**src/rtl/hsid_pixel_scheduler_if.sv**
```systemverilog
// ---------------------------------------------------------------------------
// hsid_pixel_scheduler_if
//
// Purpose: bundles the batch request, hsid_main control/status and result
// stream signals of the pixel scheduler into one interface.
//
// Modports:
//   master - the scheduler: drives main_start/main_clear, main configuration,
//            result_* stream and batch status; receives batch request,
//            hsid_main status and result_ready.
//   slave  - the environment (batch requester, hsid_main, result consumer).
//
// Signals:
//   batch_start, batch_abort, batch_pixels, batch_hsp_bands,
//   batch_hsp_library_size                         batch request
//   main_idle, main_done, main_error,
//   main_min_ref, main_min_mse                     hsid_main status
//   main_start, main_clear, main_hsp_bands,
//   main_hsp_library_size                          hsid_main control
//   result_valid, result_ready, result_pixel,
//   result_ref, result_mse, result_error           per-pixel result stream
//   batch_busy, batch_done, batch_error_count      batch status
// ---------------------------------------------------------------------------
`ifndef HSID_HSP_BANDS_WIDTH
`define HSID_HSP_BANDS_WIDTH 8
`endif
`ifndef HSID_HSP_LIBRARY_WIDTH
`define HSID_HSP_LIBRARY_WIDTH 8
`endif
`ifndef HSID_WORD_WIDTH
`define HSID_WORD_WIDTH 32
`endif

interface hsid_pixel_scheduler_if #(
    parameter int HSP_BANDS_WIDTH   = `HSID_HSP_BANDS_WIDTH,
    parameter int HSP_LIBRARY_WIDTH = `HSID_HSP_LIBRARY_WIDTH,
    parameter int WORD_WIDTH        = `HSID_WORD_WIDTH,
    parameter int PIXEL_WIDTH       = 16
);
    logic                         batch_start;
    logic                         batch_abort;
    logic [PIXEL_WIDTH-1:0]       batch_pixels;
    logic [HSP_BANDS_WIDTH-1:0]   batch_hsp_bands;
    logic [HSP_LIBRARY_WIDTH-1:0] batch_hsp_library_size;

    logic                         main_idle;
    logic                         main_done;
    logic                         main_error;
    logic [HSP_LIBRARY_WIDTH-1:0] main_min_ref;
    logic [WORD_WIDTH-1:0]        main_min_mse;

    logic                         main_start;
    logic                         main_clear;
    logic [HSP_BANDS_WIDTH-1:0]   main_hsp_bands;
    logic [HSP_LIBRARY_WIDTH-1:0] main_hsp_library_size;

    logic                         result_valid;
    logic                         result_ready;
    logic [PIXEL_WIDTH-1:0]       result_pixel;
    logic [HSP_LIBRARY_WIDTH-1:0] result_ref;
    logic [WORD_WIDTH-1:0]        result_mse;
    logic                         result_error;

    logic                         batch_busy;
    logic                         batch_done;
    logic [PIXEL_WIDTH-1:0]       batch_error_count;

    modport master (
        input  batch_start, batch_abort, batch_pixels, batch_hsp_bands,
               batch_hsp_library_size,
        input  main_idle, main_done, main_error, main_min_ref, main_min_mse,
        output main_start, main_clear, main_hsp_bands, main_hsp_library_size,
        output result_valid, result_pixel, result_ref, result_mse, result_error,
        input  result_ready,
        output batch_busy, batch_done, batch_error_count
    );

    modport slave (
        output batch_start, batch_abort, batch_pixels, batch_hsp_bands,
               batch_hsp_library_size,
        output main_idle, main_done, main_error, main_min_ref, main_min_mse,
        input  main_start, main_clear, main_hsp_bands, main_hsp_library_size,
        input  result_valid, result_pixel, result_ref, result_mse, result_error,
        output result_ready,
        input  batch_busy, batch_done, batch_error_count
    );
endinterface

```
**src/rtl/hsid_pixel_scheduler.sv**
```systemverilog
// ---------------------------------------------------------------------------
// hsid_pixel_scheduler
//
// Purpose: walks a batch of pixels through hsid_main one at a time. For each
// pixel it waits for hsid_main to be idle, pulses main_start, waits for
// main_done/main_error, then presents the best reference/MSE (or an error
// record) on a valid/ready result stream. Tracks the number of errored
// pixels and supports aborting a running batch.
//
// Ports:
//   clk    - single clock, rising edge
//   rst_n  - asynchronous active-low reset
//   bus    - hsid_pixel_scheduler_if.master (batch request, hsid_main
//            control/status, result stream, batch status)
//
// Optional feature (macro HSID_PIXEL_SCHED_TIMEOUT_EN):
//   adds parameter TIMEOUT_CYCLES and a watchdog on the wait for hsid_main.
//   When it expires, main_clear is pulsed and the pixel is reported as an
//   error. Without the macro the scheduler waits indefinitely.
// ---------------------------------------------------------------------------
`ifndef HSID_HSP_BANDS_WIDTH
`define HSID_HSP_BANDS_WIDTH 8
`endif
`ifndef HSID_HSP_LIBRARY_WIDTH
`define HSID_HSP_LIBRARY_WIDTH 8
`endif
`ifndef HSID_WORD_WIDTH
`define HSID_WORD_WIDTH 32
`endif

module hsid_pixel_scheduler #(
    parameter int HSP_BANDS_WIDTH   = `HSID_HSP_BANDS_WIDTH,
    parameter int HSP_LIBRARY_WIDTH = `HSID_HSP_LIBRARY_WIDTH,
    parameter int WORD_WIDTH        = `HSID_WORD_WIDTH,
    parameter int PIXEL_WIDTH       = 16
`ifdef HSID_PIXEL_SCHED_TIMEOUT_EN
    ,
    parameter int TIMEOUT_CYCLES    = 4096
`endif
) (
    input  logic                   clk,
    input  logic                   rst_n,
    hsid_pixel_scheduler_if.master bus
);

    typedef enum logic [2:0] {
        BS_IDLE,
        BS_LAUNCH,
        BS_WAIT,
        BS_EMIT,
        BS_ABORT,
        BS_DONE
    } bs_state_t;

    bs_state_t state;
    bs_state_t next_state;

    logic [PIXEL_WIDTH-1:0]       pixels_q;
    logic [HSP_BANDS_WIDTH-1:0]   bands_q;
    logic [HSP_LIBRARY_WIDTH-1:0] lib_q;
    logic [PIXEL_WIDTH-1:0]       pixel_idx;
    logic [PIXEL_WIDTH-1:0]       err_cnt;
    logic [HSP_LIBRARY_WIDTH-1:0] ref_q;
    logic [WORD_WIDTH-1:0]        mse_q;
    logic                         err_q;

    logic accept;
    logic capture_ok;
    logic capture_err;
    logic handshake;
    logic last_pixel;
    logic abort_hit;
    logic timeout_hit;
    logic main_start_c;
    logic main_clear_c;
    logic batch_done_c;

`ifdef HSID_PIXEL_SCHED_TIMEOUT_EN
    localparam int WD_W = (TIMEOUT_CYCLES > 1) ? $clog2(TIMEOUT_CYCLES) : 1;
    localparam logic [WD_W-1:0] WD_LAST = WD_W'(TIMEOUT_CYCLES - 1);

    logic [WD_W-1:0] wd_cnt;

    // Counts cycles spent in BS_WAIT; zero on every entry because it is held
    // at zero in all other states. The watchdog fires before it can wrap.
    always_ff @(posedge clk or negedge rst_n) begin
        if (!rst_n) begin
            wd_cnt <= '0;
        end else if (state == BS_WAIT) begin
            wd_cnt <= wd_cnt + 1'b1;
        end else begin
            wd_cnt <= '0;
        end
    end

    // A response arriving on the expiry cycle is taken as the real answer.
    assign timeout_hit = (state == BS_WAIT) && (wd_cnt == WD_LAST) &&
                         !bus.main_done && !bus.main_error;
`else
    assign timeout_hit = 1'b0;
`endif

    assign last_pixel = (pixel_idx == pixels_q - PIXEL_WIDTH'(1));
    assign abort_hit  = bus.batch_abort && (state != BS_IDLE) && (state != BS_ABORT);

    always_comb begin
        next_state   = state;
        accept       = 1'b0;
        capture_ok   = 1'b0;
        capture_err  = 1'b0;
        handshake    = 1'b0;
        main_start_c = 1'b0;
        main_clear_c = 1'b0;
        batch_done_c = 1'b0;

        // Abort outranks every other event, including a pending done pulse,
        // so main_start can never coincide with main_clear.
        if (abort_hit) begin
            main_clear_c = 1'b1;
            next_state   = BS_ABORT;
        end else begin
            case (state)
                BS_IDLE: begin
                    if (bus.batch_start) begin
                        accept     = 1'b1;
                        next_state = (bus.batch_pixels == '0) ? BS_DONE : BS_LAUNCH;
                    end
                end
                BS_LAUNCH: begin
                    if (bus.main_idle) begin
                        main_start_c = 1'b1;
                        next_state   = BS_WAIT;
                    end
                end
                BS_WAIT: begin
                    if (bus.main_error || timeout_hit) begin
                        capture_err  = 1'b1;
                        main_clear_c = timeout_hit;
                        next_state   = BS_EMIT;
                    end else if (bus.main_done) begin
                        capture_ok = 1'b1;
                        next_state = BS_EMIT;
                    end
                end
                BS_EMIT: begin
                    if (bus.result_ready) begin
                        handshake  = 1'b1;
                        next_state = last_pixel ? BS_DONE : BS_LAUNCH;
                    end
                end
                BS_ABORT: begin
                    if (bus.main_idle) begin
                        next_state = BS_IDLE;
                    end
                end
                BS_DONE: begin
                    batch_done_c = 1'b1;
                    next_state   = BS_IDLE;
                end
                default: next_state = BS_IDLE;
            endcase
        end
    end

    always_ff @(posedge clk or negedge rst_n) begin
        if (!rst_n) begin
            state     <= BS_IDLE;
            pixels_q  <= '0;
            bands_q   <= '0;
            lib_q     <= '0;
            pixel_idx <= '0;
            err_cnt   <= '0;
            ref_q     <= '0;
            mse_q     <= '0;
            err_q     <= 1'b0;
        end else begin
            state <= next_state;
            if (accept) begin
                pixels_q  <= bus.batch_pixels;
                bands_q   <= bus.batch_hsp_bands;
                lib_q     <= bus.batch_hsp_library_size;
                pixel_idx <= '0;
                err_cnt   <= '0;
            end
            if (capture_ok) begin
                ref_q <= bus.main_min_ref;
                mse_q <= bus.main_min_mse;
                err_q <= 1'b0;
            end
            if (capture_err) begin
                ref_q <= '0;
                mse_q <= '0;
                err_q <= 1'b1;
                if (err_cnt != '1) begin
                    err_cnt <= err_cnt + 1'b1;
                end
            end
            if (handshake && !last_pixel) begin
                pixel_idx <= pixel_idx + 1'b1;
            end
        end
    end

    assign bus.main_start            = main_start_c;
    assign bus.main_clear            = main_clear_c;
    assign bus.main_hsp_bands        = bands_q;
    assign bus.main_hsp_library_size = lib_q;
    assign bus.result_valid          = (state == BS_EMIT);
    assign bus.result_pixel          = pixel_idx;
    assign bus.result_ref            = ref_q;
    assign bus.result_mse            = mse_q;
    assign bus.result_error          = err_q;
    assign bus.batch_busy            = (state != BS_IDLE);
    assign bus.batch_done            = batch_done_c;
    assign bus.batch_error_count     = err_cnt;

endmodule

```
**src/flat_wrapper.sv**
```systemverilog
// flat-port wrapper written by rule: the top's interface ports become plain ports
module hsid_pixel_scheduler_flat 
#(
    parameter int HSP_BANDS_WIDTH   = `HSID_HSP_BANDS_WIDTH,
    parameter int HSP_LIBRARY_WIDTH = `HSID_HSP_LIBRARY_WIDTH,
    parameter int WORD_WIDTH        = `HSID_WORD_WIDTH,
    parameter int PIXEL_WIDTH       = 16

)
  (clk, rst_n, bus_batch_start, bus_batch_abort, bus_batch_pixels, bus_batch_hsp_bands, bus_batch_hsp_library_size, bus_main_idle, bus_main_done, bus_main_error, bus_main_min_ref, bus_main_min_mse, bus_main_start, bus_main_clear, bus_main_hsp_bands, bus_main_hsp_library_size, bus_result_valid, bus_result_pixel, bus_result_ref, bus_result_mse, bus_result_error, bus_result_ready, bus_batch_busy, bus_batch_done, bus_batch_error_count);
  hsid_pixel_scheduler_if #(.HSP_BANDS_WIDTH(HSP_BANDS_WIDTH), .HSP_LIBRARY_WIDTH(HSP_LIBRARY_WIDTH), .WORD_WIDTH(WORD_WIDTH), .PIXEL_WIDTH(PIXEL_WIDTH)) bus_i ();
  input  logic clk;
  input  logic rst_n;
  input wire logic [$bits(bus_i.batch_start)-1:0] bus_batch_start;
  input wire logic [$bits(bus_i.batch_abort)-1:0] bus_batch_abort;
  input wire logic [$bits(bus_i.batch_pixels)-1:0] bus_batch_pixels;
  input wire logic [$bits(bus_i.batch_hsp_bands)-1:0] bus_batch_hsp_bands;
  input wire logic [$bits(bus_i.batch_hsp_library_size)-1:0] bus_batch_hsp_library_size;
  input wire logic [$bits(bus_i.main_idle)-1:0] bus_main_idle;
  input wire logic [$bits(bus_i.main_done)-1:0] bus_main_done;
  input wire logic [$bits(bus_i.main_error)-1:0] bus_main_error;
  input wire logic [$bits(bus_i.main_min_ref)-1:0] bus_main_min_ref;
  input wire logic [$bits(bus_i.main_min_mse)-1:0] bus_main_min_mse;
  output wire logic [$bits(bus_i.main_start)-1:0] bus_main_start;
  output wire logic [$bits(bus_i.main_clear)-1:0] bus_main_clear;
  output wire logic [$bits(bus_i.main_hsp_bands)-1:0] bus_main_hsp_bands;
  output wire logic [$bits(bus_i.main_hsp_library_size)-1:0] bus_main_hsp_library_size;
  output wire logic [$bits(bus_i.result_valid)-1:0] bus_result_valid;
  output wire logic [$bits(bus_i.result_pixel)-1:0] bus_result_pixel;
  output wire logic [$bits(bus_i.result_ref)-1:0] bus_result_ref;
  output wire logic [$bits(bus_i.result_mse)-1:0] bus_result_mse;
  output wire logic [$bits(bus_i.result_error)-1:0] bus_result_error;
  input wire logic [$bits(bus_i.result_ready)-1:0] bus_result_ready;
  output wire logic [$bits(bus_i.batch_busy)-1:0] bus_batch_busy;
  output wire logic [$bits(bus_i.batch_done)-1:0] bus_batch_done;
  output wire logic [$bits(bus_i.batch_error_count)-1:0] bus_batch_error_count;
  assign bus_i.batch_start = bus_batch_start;
  assign bus_i.batch_abort = bus_batch_abort;
  assign bus_i.batch_pixels = bus_batch_pixels;
  assign bus_i.batch_hsp_bands = bus_batch_hsp_bands;
  assign bus_i.batch_hsp_library_size = bus_batch_hsp_library_size;
  assign bus_i.main_idle = bus_main_idle;
  assign bus_i.main_done = bus_main_done;
  assign bus_i.main_error = bus_main_error;
  assign bus_i.main_min_ref = bus_main_min_ref;
  assign bus_i.main_min_mse = bus_main_min_mse;
  assign bus_main_start = bus_i.main_start;
  assign bus_main_clear = bus_i.main_clear;
  assign bus_main_hsp_bands = bus_i.main_hsp_bands;
  assign bus_main_hsp_library_size = bus_i.main_hsp_library_size;
  assign bus_result_valid = bus_i.result_valid;
  assign bus_result_pixel = bus_i.result_pixel;
  assign bus_result_ref = bus_i.result_ref;
  assign bus_result_mse = bus_i.result_mse;
  assign bus_result_error = bus_i.result_error;
  assign bus_i.result_ready = bus_result_ready;
  assign bus_batch_busy = bus_i.batch_busy;
  assign bus_batch_done = bus_i.batch_done;
  assign bus_batch_error_count = bus_i.batch_error_count;
  hsid_pixel_scheduler #(.HSP_BANDS_WIDTH(HSP_BANDS_WIDTH), .HSP_LIBRARY_WIDTH(HSP_LIBRARY_WIDTH), .WORD_WIDTH(WORD_WIDTH), .PIXEL_WIDTH(PIXEL_WIDTH)) u_core (.clk(clk), .rst_n(rst_n), .bus(bus_i));
endmodule
```
**config.mk**
```make
export PLATFORM = sky130hd
export DESIGN_NAME = hsid_pixel_scheduler_flat
export DESIGN_NICKNAME = d
export VERILOG_FILES = /design/src/rtl/hsid_pixel_scheduler_if.sv /design/src/rtl/hsid_pixel_scheduler.sv /design/src/flat_wrapper.sv
export SDC_FILE = /design/constraint.sdc
export NUM_CORES = 1
export LEC_CHECK = 0
export BUFFER_PORTS_ARGS = -buffer_cell sky130_fd_sc_hd__buf_2
export CORE_MARGIN = 1
export CORE_UTILIZATION = 47
export CTS_BUF_LIST = sky130_fd_sc_hd__clkbuf_4
export CTS_CLUSTER_SIZE = 16
export DETAILED_ROUTE_END_ITERATION = 12
export GPL_TIMING_DRIVEN = 0
export HOLD_SLACK_MARGIN = 0.1
export MAX_ROUTING_LAYER = met4
export PLACE_DENSITY = 0.82
export SYNTH_ARGS = -nofsm -noshare
export SYNTH_HDL_FRONTEND = slang
export SYNTH_SLANG_ARGS = --single-unit
```
**constraint.sdc**
```tcl
create_clock -name clk -period 7 [get_ports clk]
set_clock_uncertainty 0.05 [all_clocks]
set_input_delay 0.35 -clock clk [delete_from_list [all_inputs] [get_ports clk]]
set_output_delay 0.35 -clock clk [all_outputs]
set_load 0.01 [all_outputs]
```
==> After elaboration in Yosys (flattened, before gate mapping) <==
Index checks and enable logic that the tools add are counted.
W data, S select, Z words.
{ "word_totals": {"out_inout_bits": 94, "register_bits": 108} }
{ "op_classes": {"n_mux": 40, "addsub": 3, "reduce_logical": 10, "eq_ne": 13} }
{ "ops": {"columns": ["operator", "n"], "rows": [
  ["$mux W16", 5],
  ["$mux W32", 2],
  ["$add A16 B1 Y16 const B", 2],
  ["$mux W3", 9],
  ["$mux W1", 21],
  ["$eq A16 B16 Y1", 1],
  ["$logic_not A16 Y1", 1],
  ["$mux W8", 2],
  ["$ne A16 B16 Y1 const B", 1],
  ["$sub A16 B1 Y16 const B", 1],
  ["$pmux W3 S5", 1],
  ["$ne A3 B2 Y1 const B", 3],
  ["$eq A3 B2 Y1 const B", 2],
  ["$eq A3 B3 Y1 const B", 2],
  ["$reduce_and A5 Y1", 1],
  ["$ne A4 B3 Y1 const B", 1],
  ["$reduce_bool A2 Y1", 2],
  ["$eq A3 B1 Y1 const B", 1],
  ["$logic_and A1 B1 Y1", 3],
  ["$logic_not A3 Y1", 1],
  ["$ne A3 B1 Y1 const B", 1],
  ["$ne A3 B3 Y1 const B", 1],
  ["$reduce_bool A3 Y1", 1],
  ["$logic_not A1 Y1", 1]
]} }

==> Logic depth before layout (Yosys ltp) <==
Gate-level depths: netlist of the first run.
{ "depth": {"word_depth": 7, "ltp_mapped": 12, "mapped_depth_nobuf": 10} }

==> Worst setup path after synthesis of the first run <==
Ideal clock, no wire load.
{ "synth_timing": {"path_type": "register to register", "start": "register u_core.pixels_q[8]", "end": "register u_core.pixel_idx[13] (netlist: u_core.bus.result_pixel[13])", "required_ns": 6.824, "synth_period_minus_slack_ns": 3.302, "t_arrival_ns": 3.126, "stages_incl_launch_ff": 10, "setup_slack_ns": 3.698, "path_cell_list": "dfrtp_1 > or4_4 > or4_1 > a211o_1 > a2111oi_2 > nor4b_4 > a21oi_2 > buf_2 > and3_1 > a221o_1"} }
{ "synth_between": {"elab_chain_cells": 5, "word_cells_on_any_way": 6, "classes_between": "add/sub (1); eq/ne (1); mux (1); reduce/logical (3)"} }
{ "synth_rtl": {"columns": ["item", "line_no", "source"], "rows": [
  ["start, declared", "hsid_pixel_scheduler.sv:58", "logic [PIXEL_WIDTH-1:0] pixels_q;"],
  ["start signal, assigned", "hsid_pixel_scheduler.sv:179", "pixels_q <= bus.batch_pixels;"],
  ["$sub A16 B1 Y16 (*)", "hsid_pixel_scheduler.sv:103", "assign last_pixel = (pixel_idx == pixels_q - PIXEL_WIDTH'(1));"],
  ["$eq A16 B16 Y1 (*)", "hsid_pixel_scheduler.sv:103", null],
  ["$logic_not A1 Y1 (*)", "hsid_pixel_scheduler.sv:198", "if (handshake && !last_pixel) begin"],
  ["$logic_and A1 B1 Y1 (*)", "hsid_pixel_scheduler.sv:198", null],
  ["$mux W16 or $reduce_bool A2 Y1 (tied branches)", null, null],
  ["end signal, assigned", "hsid_pixel_scheduler.sv:199", "pixel_idx <= pixel_idx + 1'b1;"],
  ["end, declared", "hsid_pixel_scheduler.sv:61", "logic [PIXEL_WIDTH-1:0] pixel_idx;"]
]} }
Every way passes the cells marked *; elsewhere a longest branch is shown, timed or not.
A chain may end at the register's enable or synchronous reset.

==> Worst setup path after layout of the first run <==
{ "layout_timing": {"start": "register u_core.pixels_q[8]", "end": "register u_core.pixel_idx[14] (netlist: u_core.bus.result_pixel[14])"} }
The elaborated chain is that of the path after synthesis.

==> impl_metrics.toml, run 1 <==
[run_status]
status = "finished, final reports clean"

[drt]
first_pass_iters = 6
routed_wl_um = 16050
num_vias = 5415
drt_iter0_drc = 385
route.detailed.drc = 0
final_antenna_net_count = 0
routedWlPerCell_um = 15.80
viasPerCell = 5.330

[yosys]
synth.distinct_cells = 52
syn_avg_cell_area_um2 = 8.840
synth_area_leaders = "dfrtp_1, nand2_1, nand2b_1"
synth_simple_gate_area_share_pct = 27.94
synth_top_family_by_area = "simple AND/OR/NAND/NOR gates"
synth_xor_area_share_pct = 4.695
seq_area_frac_synth_pct = 49.95
synth_area_um2 = 5410
synth_fa_ha_area_share_pct = 0.6938
yosysWarnings = 0
synth_seq_cells = 108
synthArstFlopShare_pct = 100.0
synth_top_area_share_pct = 49.95
synth_top_area_cell = "dfrtp_1"
synth_compound_area_share_pct = 12.21
synth_flop_cell = "dfrtp_1"
synth_nets = 695
synthMuxAreaShare_pct = 1.341
synthCells = 612
synth_commonest_cells = "nand2_1, dfrtp_1, o21ai_0, nand2b_1, nor2_1"
synth_edf_count = 0
synth.most_common_cell = "nand2_1"

[timing]
worst_slack_ns = 3.316
worst_pin_slew_ns = 0.7949
holdWs_ns = 0.2344
hold_viol_final = 0
timing.fmax_ghz = 0.2714
slew_headroom_pct = 47.01
setup_viol = 0
drv_slew = 0
fin_crit_ns = 3.684
rsz0062_at_grt = "no"
finalCritPeriodShare_pct = 52.63
fin_setup_tns_ns = 0

[worst_hold_path]
hold_depth = 4
min_to = "u_core.state[0]$_DFFE_PN0P_"
min_from = "bus_main_idle"
worstHoldPathType = "in2reg"

[final_layout]
multi_input_area_um2 = 2536
area_growth_pct = 35.92
regArea_um2 = 2703
layout.nets = 954
fin_cells = 1016
drive_gt1_share_pct = 22.60
diodes = 0
nFillCells = 867

[die]
die_w_um = 109.3
core_um2 = 11030
dieArea_um2 = 11940
ios = 174
die-height_um = 109.3
start_util_pct = 49.05
rows = 38

[grt]
grt_overflow_total = 0
grt_pass1_vias = 5129
track_usage_pct = 28.00
grt_antenna_before_repair = 0
grt_max_degree = 60
grt_pass1_wl_um = 24900

[critical_path]
cp_slowest_stage_delay_ns = 0.60
path_max_fanout = 10
start_kind = "register"
cp_slowest_cell = "or4_4"
rr_startpoint = "u_core.pixels_q[8]$_DFFE_PN0P_"
worst_ep_required_time_ns = 7.32
crit_chain = "or4_4, or4_1, a211o_1, a2111oi_2, nor4b_4, a21oi_2, buf_2, and3_1, a221o_1"
worstSetupPathType = "reg2reg"
ff2ff_setup_slack_ns = 3.32
rr_endpoint = "u_core.bus.result_pixel[14]$_DFFE_PN0P_"
r2r_cells = 9
crit_path_end_kind = "register"
cp.arrival_ns = 4.00

[clock_network]
cts-htree-levels = 3
clockBufferDepth = 2
clkSinkCount = 108
root_buffer = "clkbuf_4"
cts_tree = "yes"
clk-insertion-delay-late_ns = 0.47
cts_resized = 0
clk_pin_slew_worst_paths_ns = 0.18
numCtsBuffers = 9

[pwr]
p_leak_nw = 3.780
power.total_mw = 2.159
cellPowerDensity_nw_per_um2 = 293.7
vdd_drop_max_mv = 0.1975

[placement]
routabilityCongestion = 0.8427
io_buffer_count = 172
dpl.cell_count = 925
dp_slack_ns = 3.423
hpwl_um = 10220

[run]
max-cap-violations = 0
==> cell families (layout without fill, tap and decap cells) <==
kind of cell               count (synthesis)  count (layout)
buffers and inverters                     45             309
xor gates and xnor gates                  29              29
adders and majority gates                  3               3
DFF                                      108             108
muxes                                      7               7
AOI/OAI and AO/OA                        104             104
and+or+nand+nor                          316             316
==> worst max-delay path by stage <==
stage,start,endpoint,slack [ns],cells past startpoint
2_1_floorplan,u_core.pixels_q[8]$_DFFE_PN0P_,u_core.bus.result_pixel[13]$_DFFE_PN0P_,3.70,9
5_1_grt,u_core.pixels_q[8]$_DFFE_PN0P_,u_core.bus.result_pixel[14]$_DFFE_PN0P_,3.20,9
6_report,u_core.pixels_q[8]$_DFFE_PN0P_,u_core.bus.result_pixel[14]$_DFFE_PN0P_,3.32,9
3_5_place_dp,u_core.pixels_q[8]$_DFFE_PN0P_,u_core.bus.result_pixel[14]$_DFFE_PN0P_,3.42,9
4_1_cts,u_core.pixels_q[8]$_DFFE_PN0P_,u_core.bus.result_pixel[14]$_DFFE_PN0P_,3.35,9
3_3_place_gp,u_core.pixels_q[8]$_DFFE_PN0P_,u_core.bus.result_pixel[14]$_DFFE_PN0P_,3.38,9
==> cell usage in the layout, fill, tap and decap left out, types with 3 or more instances in the layout <==
master / Yosys / final
or4_1: 4 / 4
nand3_1: 20 / 20
ha_1: 3 / 3
mux2i_1: 5 / 5
and3_1: 17 / 17
xor2_1: 14 / 14
o211ai_1: 4 / 4
dfrtp_1: 108 / 108
clkbuf_4: 0 / 9
dlygate4sd3_1: 0 / 75
nand2b_1: 43 / 43
xnor2_1: 15 / 15
nor3_1: 8 / 8
nand4_1: 6 / 6
nor2_1: 35 / 35
o21ai_0: 46 / 46
nor4_1: 9 / 9
nand2_1: 157 / 157
a221o_1: 7 / 7
clkbuf_1: 30 / 30
a22o_1: 4 / 4
buf_1: 3 / 3
inv_1: 10 / 10
a21oi_1: 6 / 6
o21ai_1: 9 / 9
buf_2: 2 / 173
a31oi_1: 7 / 7
o31ai_1: 4 / 4
==> area by class of cell <==
type | count | share of cell area [%]
plain buffers | 35 | 1.821
clock buffers | 9 | 0.9188
clock inverters | 7 | 0.7997
inverters | 10 | 0.5105
multi-input cells | 459 | 34.49
flip-flops and latches | 108 | 36.75
well taps | 140 | 2.382
repair buffers | 248 | 22.32
==> worst max-delay path: cells and delay by family (launching register included) <==
family                 cells  cell delay (ns)
AND/OR/NAND/NOR            4             1.65
flip-flops                 1             0.49
buffers and inverters      1             0.23
AO/OA/AOI/OAI              4             1.15
==> sequential cells by signal, summed over array words and instances, names as in the netlist <==
name and cells:
u_core.bus.result_mse 32, u_core.bus.main_hsp_library_size 8, u_core.bus.result_pixel 16, u_core.bus.result_error 1
u_core.bus.main_hsp_bands 8, u_core.bus.result_ref 8, u_core.state 3, u_core.pixels_q 16
u_core.bus.batch_error_count 16
==> repair_timing <==
action / 4_1_cts / 5_1_grt
hold endpoints to repair: 131 / 0
setup buffers: 0 / 0
endpoints found under the setup margin: 0 / 0
hold buffers: 75 / 0
==> power by group <==
group,internal (mW),switching [mW]
clock network,0.0790,0.227
registers,0.815,0.145
logic,0.368,0.525
total,1.26,0.897
==> stage by stage <==
stage | instance area, um2 | util (%)
3_5_place_dp | 6476 | 58.71
5_1_grt | 7353 | 66.66
3_3_place_gp | 6446 | 58.44
6_report | 7353 | 66.66
2_1_floorplan | 5410 | -
4_1_cts | 7353 | 66.66
==> layer usage <==
| metal | up-vias | GRT usage, % | share of wire [%] |
|---|---|---|---|
| met5 | - | - | 0 |
| met4 | 0 | 10.38 | 2.0 |
| met3 | 29 | 4.327 | 6.1 |
| met2 | 208 | 46.54 | 49 |
| met1 | 2567 | 34.66 | 43 |
| li1 | 2611 | - | - |
Note: power is estimated with default switching activity, not from simulation.
==> run 2, diff against run 1 <==
- PLACE_DENSITY: 0.82 -> 0.85
- clock period: 7 -> 3.17 ns (I/O delays scaled with it)
==> impl_metrics.toml, run 2 (synthesis results as in run 1) <==
[run_status]
status = "finished with violations"
violations = "negative setup slack"

[drt]
viasPerCell = 5.478
routed_wl_um = 17110
num_vias = 5620
final_antenna_net_count = 0
route.detailed.drc = 0
first_pass_iters = 5
routedWlPerCell_um = 16.68
drt_iter0_drc = 504

[final_layout]
regArea_um2 = 2704
layout.nets = 964
nFillCells = 837
largest_reg_flops = 32
final_cell_mix = "buf_2, nand2_1, dfrtp_1"
drive_gt1_share_pct = 24.83
stdcell_area_um2 = 7557
final_common_cell = "buf_2"
diodes = 0
area_growth_pct = 39.69
multi_input_area_um2 = 2626

[critical_path]
worst_ep_required_time_ns = 3.50
worstSetupPathType = "reg2reg"
crit_path_end_kind = "register"
cp_slowest_stage_delay_ns = 0.54
crit_chain = "or4_4, or4_4, a211o_1, a2111oi_4, nor4b_4, a21oi_4, buf_6, and3_1, a221o_1"
cp_slowest_cell = "or4_4"
start_kind = "register"
path_common_cell = "or4_4"
path_max_fanout = 5
cp.arrival_ns = 3.61

[pwr]
p_leak_nw = 3.845
internal_power_mw = 2.924
vdd_drop_max_mv = 0.3927
pwr-share-comb_pct = 42.2
pwr-share-seq_pct = 42.7
clockPowerShare_pct = 15.1
cellPowerDensity_nw_per_um2 = 661.5
p_sw_mw = 2.075
netSwitchingFraction_pct = 41.51

[die]
ios = 174
core_um2 = 11030
die_w_um = 109.3
dieArea_um2 = 11940
start_util_pct = 49.05
die-height_um = 109.3
rows = 38

[timing]
hold_viol_final = 0
timing.fmax_ghz = 0.3052
holdWs_ns = 0.1468
worst_slack_ns = -0.1068
worst_pin_slew_ns = 0.6576
rsz0062_at_grt = "yes"
drv_slew = 0
slew_headroom_pct = 55.87
fin_setup_tns_ns = -0.7986
setup_viol = 12
finalCritPeriodShare_pct = 103.4
fin_crit_ns = 3.277

[grt]
grt_pass1_wl_um = 26040
track_usage_pct = 29.22
grt_pass1_vias = 5449
grt_max_degree = 63
grt_overflow_total = 0
grt_antenna_before_repair = 0

[placement]
hpwl_um = 10260
placed_area_um2 = 6482
routabilityCongestion = 0.8654
io_buffer_count = 172

[clock_network]
root_buffer = "clkbuf_4"
clk-insertion-delay-late_ns = 0.48
clk_pin_slew_worst_paths_ns = 0.18
numCtsBuffers = 9
cts-htree-levels = 3
cts_tree = "yes"
clkSinkCount = 108
clockBufferDepth = 2

[worst_hold_path]
worstHoldPathType = "in2reg"

[run]
max-cap-violations = 0
-- run 2: per-stage QoR --
step	setup WS [ns]	std cells	utilization [%]	power [mW]
finish	-0.1068	1026	68.51	4.999
global route	-0.2331	1026	68.51	5.323
CTS	-0.1101	1023	67.83	4.893
detailed placement	-0.3253	925	58.77	3.995
global placement	-0.2346	924	58.50	3.930
floorplan	0.01827	612	-	3.254
-- run 2: worst max-delay path, delay by kind of cell, from the launching register on --
family | cells | cell delay, ns
DFF | 1 | 0.43
buffers and inverters | 1 | 0.16
and+or+nand+nor | 4 | 1.54
AOI/OAI and AO/OA | 4 | 1.00
-- run 2: cell type report --
class | instances | share of cell area [%]
flip-flops and latches | 108 | 35.78
multi-input cells | 460 | 34.75
repair buffers | 257 | 22.78
well taps | 140 | 2.318
plain buffers | 35 | 1.887
clock inverters | 7 | 1.093
clock buffers | 9 | 0.8940
inverters | 10 | 0.4967
-- run 2: per-layer routing --
layer  up-vias  global-route usage (%)  share of wire (%)
li1       2628                       -                  -
met1      2684                   34.51                 41
met4         0                   9.048                2.1
met2       271                   49.42                 50
met5         -                       -                  0
met3        37                   7.054                7.0
-- run 2: power by group through the flow --
stage | clock network (mW) | registers, mW | logic, mW
finish | 0.755 | 2.13 | 2.11
detailed placement | 0 | 2.13 | 1.86
floorplan | 0 | 2.24 | 1.01
CTS | 0.775 | 2.10 | 2.01
global route | 0.818 | 2.18 | 2.33
global placement | 0 | 2.13 | 1.80
-- run 2: repair_timing --
item,in CTS,in global routing
resized for setup,6,12
endpoints found under the hold margin,121,0
buffers inserted,5,2
endpoints found under the setup margin,16,17
pin swaps,1,3
hold buffers,76,0
gates cloned,1,1
-- run 2: worst paths after layout --
path                                                                 startpoint                                         endpoint  slack, ns  cells after the start
worst max-delay path                            u_core.pixels_q[11]$_DFFE_PN0P_          u_core.bus.result_pixel[14]$_DFFE_PN0P_      -0.11                      9
worst min-delay path                                             bus_main_error              u_core.bus.result_error$_DFFE_PN0P_       0.15                      3
worst max register to register                  u_core.pixels_q[11]$_DFFE_PN0P_          u_core.bus.result_pixel[14]$_DFFE_PN0P_      -0.11                      9
worst min register to register  u_core.bus.main_hsp_library_size[0]$_DFFE_PN0P_  u_core.bus.main_hsp_library_size[0]$_DFFE_PN0P_       0.44                      2
max in group asynchronous                                                 rst_n  u_core.bus.main_hsp_library_size[2]$_DFFE_PN0P_       2.18                      3
min in group asynchronous                                                 rst_n          u_core.bus.result_pixel[11]$_DFFE_PN0P_       0.16                      2
